**src/rtl/reg_writeback_buffer.sv**
```systemverilog
// Write-back buffer: circular FIFO in front of the register-file write port, with read forwarding (WB_FORWARD_EN).
// Latency: an accepted entry is visible in count/forwarding next cycle and may drain that same cycle.
// Backpressure: wb_ready drops while full (from registered count only); rf_stall holds the head entry.
module reg_writeback_buffer #(
    parameter int DEPTH = 4
) (
    input  logic                     clk,
    input  logic                     rst,
    input  logic                     wb_valid,
    output logic                     wb_ready,
    input  logic [4:0]               wb_dest,
    input  logic [31:0]              wb_data,
    input  logic                     rf_stall,
    output logic                     rf_we,
    output logic [4:0]               rf_dest,
    output logic [31:0]              rf_data,
    input  logic [4:0]               src1,
    input  logic [4:0]               src2,
    output logic                     fwd1_hit,
    output logic                     fwd2_hit,
    output logic [31:0]              fwd1_val,
    output logic [31:0]              fwd2_val,
    output logic [$clog2(DEPTH):0]   count
);

    localparam int AW = $clog2(DEPTH);
    localparam int CW = AW + 1;
    localparam logic [CW-1:0] FULL = CW'(DEPTH);

    logic [4:0]    dest_q [DEPTH];
    logic [31:0]   data_q [DEPTH];
    logic [AW-1:0] head;
    logic [AW-1:0] tail;
    logic          push;
    logic          pop;
    logic          not_empty;

    assign not_empty = (count != '0);
    assign wb_ready  = (count < FULL);
    // Register 0 is architecturally constant, so its write is acknowledged but never stored.
    assign push      = rst && wb_valid && wb_ready && (wb_dest != 5'd0);
    assign rf_we     = rst && not_empty && !rf_stall;
    assign pop       = rf_we;
    assign rf_dest   = not_empty ? dest_q[head] : 5'd0;
    assign rf_data   = not_empty ? data_q[head] : 32'd0;

    always_ff @(posedge clk) begin
        if (!rst) begin
            head  <= '0;
            tail  <= '0;
            count <= '0;
        end else begin
            if (push)
                tail <= tail + 1'b1;
            if (pop)
                head <= head + 1'b1;
            if (push && !pop)
                count <= count + 1'b1;
            else if (!push && pop)
                count <= count - 1'b1;
        end
    end

    always_ff @(posedge clk) begin
        if (push) begin
            dest_q[tail] <= wb_dest;
            data_q[tail] <= wb_data;
        end
    end

`ifdef WB_FORWARD_EN
    logic [AW-1:0] idx;

    // Walk oldest to youngest so the last match, the youngest write, wins.
    always_comb begin
        fwd1_hit = 1'b0;
        fwd1_val = '0;
        fwd2_hit = 1'b0;
        fwd2_val = '0;
        idx      = '0;
        for (int i = 0; i < DEPTH; i++) begin
            idx = head + AW'(i);
            if (CW'(i) < count) begin
                if (src1 != 5'd0 && dest_q[idx] == src1) begin
                    fwd1_hit = 1'b1;
                    fwd1_val = data_q[idx];
                end
                if (src2 != 5'd0 && dest_q[idx] == src2) begin
                    fwd2_hit = 1'b1;
                    fwd2_val = data_q[idx];
                end
            end
        end
    end
`else
    logic unused_src;

    assign unused_src = ^{src1, src2};
    assign fwd1_hit   = 1'b0;
    assign fwd2_hit   = 1'b0;
    assign fwd1_val   = '0;
    assign fwd2_val   = '0;
`endif

endmodule

```
**config.mk**
```make
export PLATFORM = sky130hd
export DESIGN_NAME = reg_writeback_buffer
export DESIGN_NICKNAME = d
export VERILOG_FILES = /design/src/rtl/reg_writeback_buffer.sv
export SDC_FILE = /design/constraint.sdc
export NUM_CORES = 1
export LEC_CHECK = 0
export CORE_MARGIN = 2
export CORE_UTILIZATION = 54
export CTS_CLUSTER_DIAMETER = 150
export DETAILED_ROUTE_END_ITERATION = 10
export PLACE_DENSITY = 0.92
export SLEW_MARGIN = 10
export SYNTH_ARGS = -nofsm -noshare
export SYNTH_HDL_FRONTEND = slang
export SYNTH_SLANG_ARGS = --single-unit
```
**constraint.sdc**
```tcl
create_clock -name clk -period 6.9 [get_ports clk]
set_input_delay 0.69 -clock clk [delete_from_list [all_inputs] [get_ports clk]]
set_output_delay 0.69 -clock clk [all_outputs]
set_load 0.01 [all_outputs]
```
==> results of run 1 <==
==> layout make-up <==
| cell class | instances | area, µm² |
|---|---|---|
| well taps | 168 | 210 |
| multi-input cells | 183 | 1690 |
| clock buffers | 19 | 433 |
| fillers | 796 | 4130 |
| repair buffers | 84 | 836 |
| clock inverters | 13 | 119 |
| inverters | 4 | 15.0 |
| flip-flops and latches | 157 | 4630 |
==> power groups by stage <==
| stage | Clock (mW) | Sequential (mW) | Combinational, mW |
|---|---|---|---|
| 2_1_floorplan | 0 | 1.15 | 0.505 |
| 3_3_place_gp | 0 | 1.18 | 0.781 |
| 3_5_place_dp | 0 | 1.19 | 0.802 |
| 4_1_cts | 0.869 | 1.17 | 0.811 |
| 5_1_grt | 0.915 | 1.18 | 0.856 |
| 6_report | 0.854 | 1.17 | 0.795 |
==> per-stage QoR <==
step	utilization	setup WS, ns	instance area, µm²
floorplan	-	4.54	6930
global placement	0.612	3.61	7380
detailed placement	0.612	3.51	7380
CTS	0.657	3.15	7930
global route	0.657	3.05	7930
finish	0.657	3.27	7930
==> cell families after synthesis <==
group	synth area share
mux	0.132
other cells	0.000561
compound gates	0.0116
simple gates	0.0560
buf+inv	0.0931
fa+ha+maj	0.0124
xor+xnor	0.00262
flops	0.692
==> flip-flops by register name, indices dropped and copies added, names as in the netlist, named ones only <==
signal	count
data_q	128
dest_q	20
count	3
head	2
tail	2
==> cells in the mapped netlist <==
| master | number | area share |
|---|---|---|
| conb_1 | 1 | 0.00056 |
| edfxtp_1 | 148 | 0.67 |
| ha_1 | 5 | 0.0094 |
| nor3b_1 | 1 | 0.0011 |
| o311ai_0 | 2 | 0.0026 |
| nor2_1 | 1 | 0.00056 |
| fa_1 | 1 | 0.0030 |
| dfxtp_1 | 9 | 0.027 |
| xor2_1 | 1 | 0.0013 |
| clkbuf_2 | 2 | 0.0015 |
| nand2b_1 | 2 | 0.0019 |
| nand3_1 | 2 | 0.0015 |
| and2_1 | 6 | 0.0056 |
| and2b_1 | 11 | 0.012 |
| mux2i_1 | 2 | 0.0030 |
| buf_12 | 3 | 0.0090 |
| xnor2_1 | 1 | 0.0013 |
| clkbuf_1 | 4 | 0.0022 |
| mux4_1 | 7 | 0.028 |
| mux4_2 | 30 | 0.10 |
| o21ai_0 | 2 | 0.0015 |
| a21boi_0 | 3 | 0.0034 |
| o211a_1 | 1 | 0.0015 |
| nor3_1 | 1 | 0.00075 |
| o2111ai_1 | 2 | 0.0026 |
| or3_1 | 3 | 0.0028 |
| inv_1 | 4 | 0.0022 |
| nand2_1 | 4 | 0.0022 |
| buf_2 | 3 | 0.0022 |
| buf_4 | 66 | 0.074 |
| nor2b_1 | 28 | 0.026 |
| or2_2 | 1 | 0.00094 |
| buf_6 | 1 | 0.0017 |
==> worst max-delay path, delay by kind of cell, from the launching register on <==
kind	cells	cell delay, ns
buffers and inverters	2	0.99
and+or+nand+nor	1	0.19
DFF	1	0.71
muxes	1	0.61
==> routing by layer <==
layer  vias up  GRT usage  routed length [µm]
li1       1427          -                   -
met1      1618      0.203                4380
met3        17     0.0511                 526
met2       138      0.311                5930
met4         0     0.0755                 167
met5         -          0                   0
==> path summary, 6_finish.rpt <==
check                         from               endpoint  slack (ns)  depth (start not counted)
min reg2reg   head[1]$_SDFFE_PN0P_                   flop        0.47                          2
min           head[1]$_SDFFE_PN0P_                   flop        0.47                          2
max reg2reg  count[2]$_SDFFE_PN0P_  count[2]$_SDFFE_PN0P_        3.61                         10
max                           flop             rf_dest[1]        3.27                          4
==> metrics.cfg, run 1 <==
[power]
p_int_mw=2.05
power.switching_mw=0.767
p_clk_frac=0.303
swShare=0.272
power.leakage_nw=2.68
seq_power_share=0.414
share_comb_of_total_power=0.282
p_total_mw=2.82
vdd.ir_drop.worst_mv=0.187
powerDensity_nw_per_um2=355

[critical_path]
cp-start-kind=flop
path_class=reg -> out
max_stage_delay_ns=0.71
required_ns=6.21
cp_slowest_cell=dfxtp_2
cp-end-kind=output pin
critPathMaxFanout=22
arrival_ns=2.94
crit_chain=buf_4, mux4_1, and2b_1, clkdlybuf4s50_1

[floorplanning]
io_pins=159
core_um2=12100
fp.dieH_um=115
core.rowCount=40
initial_utilization=0.554
die_area_um2=13300
die_w_um=115

[logic_synthesis]
synth_cell_types=33
ys_seq_area_frac=0.692
ys_ff_latch=157
synth.avg_cell_area_um2=18.7
synth_cells=358
synth_warnings=0
syn-cell-area_um2=6680

[global_routing]
grt_pass1_wl_um=17000
antenna_found_initial=0
grt_max_degree=38
grt_pass1_vias=3272
grt_use_total=0.177
overflow=0

[hold_path]
hp-class=reg -> reg

[place]
dp_cells=596
portBuffers=82
gp_congestion=0.684
hpwl_um=6650

[sta]
fin_worst_skew_ns=0.0129
max_slew_margin=0.246
rsz0062_at_grt=no
finalHoldWorstSlack_ns=0.471
fmax_ghz=0.275
fin_tns_setup_ns=0
finalHoldViolCount=0
max_slew.worst_pin.slew_ns=1.12
setup_viol=0
fin_crit_ns=3.63
period_share=0.526
drv_slew=0

[route]
vias=3200
final_antenna_net_count=0
wl_um=11000
first_pass_iters=4
viasPerCell=5.10
route.detailed.drc=0
wire_per_inst_um=17.5
drtIter0Drc=179

[outcome]
outcome=finished, final reports clean

[run]
max-cap-violations=0

[final_layout]
area_growth_pct=18.7
mostFrequentLayoutCell=edfxtp_1
stdcell_count=628
drive_above_1_share=0.150
mostFrequentLayoutCells=edfxtp_1, clkdlybuf4s50_1, conb_1, mux4_2, nor2b_1
insertedDiodeCount=0
finalNetCount=504

[cts]
cts_tree=yes
clk_pin_slew_ns=0.06
cts_setup_buffers=0
numClockSinks=157
htreeDepth=4
root_buffer=clkbuf_16
clk-insertion-delay-late_ns=0.42
cts_inserted_buffers=17
clockBufferDepth=2
postCtsHoldBufs=0
ctsResizeCount=0

(Power assumes the default switching activity.)
==> inputs of run 2 (changes only) <==
--- a/config.mk
+++ b/config.mk
@@ -6,10 +6,10 @@
 export NUM_CORES = 1
 export LEC_CHECK = 0
 export CORE_MARGIN = 2
-export CORE_UTILIZATION = 54
+export CORE_UTILIZATION = 45
 export CTS_CLUSTER_DIAMETER = 150
 export DETAILED_ROUTE_END_ITERATION = 10
-export PLACE_DENSITY = 0.92
+export PLACE_DENSITY = 0.82
 export SLEW_MARGIN = 10
 export SYNTH_ARGS = -nofsm -noshare
 export SYNTH_HDL_FRONTEND = slang
==> constraint.sdc (replaced) <==
create_clock -name clk -period 3 [get_ports clk]
set_input_delay 0.3 -clock clk [delete_from_list [all_inputs] [get_ports clk]]
set_output_delay 0.3 -clock clk [all_outputs]
set_load 0.01 [all_outputs]
==> metrics.cfg, run 2 (synthesis gave the netlist of run 1 again) <==
[global_routing]
grt_pass1_wl_um=17300  ; +1.7%
grt_use_total=0.147  ; -0.0303
grt_max_degree=41  ; +7.9%
overflow=0  ; unchanged
antenna_found_initial=0  ; unchanged
grt_pass1_vias=3305  ; +1.0%

[cts]
clk-insertion-delay-late_ns=0.41  ; about the same
ctsResizeCount=0  ; unchanged
cts_inserted_buffers=17  ; unchanged
cts_setup_buffers=0  ; unchanged
clk_pin_slew_ns=0.06  ; about the same
root_buffer=clkbuf_16
cts_tree=yes
htreeDepth=4  ; unchanged
clockBufferDepth=2  ; unchanged
postCtsHoldBufs=0  ; unchanged
numClockSinks=157  ; unchanged

[place]
portBuffers=82  ; unchanged
placed_cell_area_um2=7520  ; +1.9%
hpwl_um=7150  ; +7.4%
place_ws_ns=0.340  ; -3.17 ns
dp_cells=623  ; +4.5%
gp_congestion=0.733  ; +7.2%

[critical_path]
rrSetupSlack_ns=0.77  ; -2.84 ns
crit_chain=buf_12, mux4_1, and2b_1, clkdlybuf4s50_1
worst-path-stages=4  ; unchanged
required_ns=2.70  ; -3.51 ns
r2r_cells=8  ; -2
arrival_ns=2.54  ; -0.40 ns
cp-end-kind=output pin
path_buf_inv=2  ; unchanged
critPathMaxFanout=16  ; -27%
rr_endpoint=count[2]$_SDFFE_PN0P_
path_class=reg -> out
crit_family=buffers and inverters
cp_slowest_cell=dfxtp_2
worst_r2r_startpoint=count[2]$_SDFFE_PN0P_
cp-start-kind=flop
max_stage_delay_ns=0.63  ; -0.08 ns

[hold_path]
hp-start=head[1]$_SDFFE_PN0P_
worstHoldPathCells=2  ; unchanged
hp-class=reg -> reg

[final_layout]
drive_above_1_share=0.174  ; +0.0241
largest_reg_flops=128  ; unchanged
insertedDiodeCount=0  ; unchanged
final_area_um2=8100  ; +2.2%
stdcell_count=655  ; +4.3%
mostFrequentLayoutCells=edfxtp_1, clkdlybuf4s50_1, conb_1, mux4_2, nor2b_1
mostFrequentLayoutCell=edfxtp_1
top_register=data_q
fin_util=0.558  ; -0.0999
reg_top3=data_q (128), dest_q (20), count (3)
area_growth_pct=21.3
finalNetCount=515  ; +2.2%

[route]
viasPerCell=4.88  ; -4.2%
wire_per_inst_um=17.0  ; -2.9%
vias=3197  ; -0.094%
wl_um=11100  ; +1.2%
route.detailed.drc=0  ; unchanged
first_pass_iters=4  ; unchanged
drtIter0Drc=222  ; +24%
final_antenna_net_count=0  ; unchanged

[power]
p_clk_frac=0.316  ; +0.013
power.leakage_nw=2.77  ; +3.2%
p_int_mw=4.85  ; +140%
seq_power_share=0.400  ; -0.014
vdd.ir_drop.worst_mv=0.345  ; +85%
swShare=0.269  ; -0.00342
power.switching_mw=1.79  ; +130%
powerDensity_nw_per_um2=819  ; +130%
p_total_mw=6.64  ; +140%
share_comb_of_total_power=0.283  ; about the same

[floorplanning]
die_area_um2=15800  ; +19%
core_um2=14500  ; +20%
io_pins=159  ; unchanged
fp.dieH_um=126  ; +9.2%
die_w_um=126  ; +9.2%
initial_utilization=0.460  ; -0.0942
core.rowCount=44  ; +10%

[sta]
fin_tns_setup_ns=0  ; unchanged
finalHoldViolCount=0  ; unchanged
finalWorstSetupSlack_ns=0.160  ; -3.11 ns
drv_slew=0  ; unchanged
rsz0062_at_grt=no
fmax_ghz=0.352
setup_viol=0  ; unchanged
finalHoldWorstSlack_ns=0.495  ; +0.0233 ns
fin_worst_skew_ns=0.0125  ; -0.000326 ns
fin_crit_ns=2.84
period_share=0.947

[run]
max-cap-violations=0  ; unchanged

[outcome]
outcome=finished, final reports clean

==> run 2: cell types whose count changed in the layout (fill, tap and decap cells not counted) <==
cell       before  now
buf_12          0    3
buf_4           2   10
bufinv_16       1    2
clkbuf_1        2    1
clkinv_4        4    0
clkinv_1        1    0
inv_8           0    1
inv_6           2    6
==> run 2: cell type report <==
| type | instances | area (µm²) |
|---|---|---|
| fillers | 1122 | 6430 |
| repair buffers | 95 | 956 |
| multi-input cells | 183 | 1690 |
| clock buffers | 18 | 429 |
| clock inverters | 14 | 156 |
| flip-flops and latches | 157 | 4630 |
| inverters | 4 | 15.0 |
| well taps | 184 | 230 |
==> run 2: worst max path at each step <==
| stage | start | to | slack, ns |
|---|---|---|---|
| 2_1_floorplan | count[2]$_SDFFE_PN0P_ | count[2]$_SDFFE_PN0P_ | 0.71 |
| 3_3_place_gp | wb_dest[3] | count[2]$_SDFFE_PN0P_ | 0.43 |
| 3_5_place_dp | wb_dest[1] | count[2]$_SDFFE_PN0P_ | 0.34 |
| 4_1_cts | flop | rf_dest[4] | 0.08 |
| 5_1_grt | flop | rf_dest[4] | 0.02 |
| 6_report | flop | rf_dest[4] | 0.16 |
==> run 2: power groups by stage <==
stage | sequential (mW) | clock [mW] | combinational [mW]
2_1_floorplan | 2.65 | 0 | 1.16
3_3_place_gp | 2.70 | 0 | 1.88
3_5_place_dp | 2.71 | 0 | 1.92
4_1_cts | 2.66 | 2.15 | 1.93
5_1_grt | 2.68 | 2.23 | 2.04
6_report | 2.66 | 2.10 | 1.88
==> run 2: tightest hold or removal path, stage by stage, from the launching register on <==
cell and delay, ns:
dfxtp_1 0.31, nand2_1 0.05, mux2i_1 0.08
==> run 2: per-layer routing <==
layer / vias to the layer above / share of wire / routed length, µm / GRT usage
li1: 1445 / - / - / -
met1: 1600 / 0.39 / 4310 / 0.164
met2: 134 / 0.54 / 6010 / 0.264
met3: 18 / 0.058 / 644 / 0.0391
met4: 0 / 0.016 / 176 / 0.0640
met5: - / 0 / 0 / 0
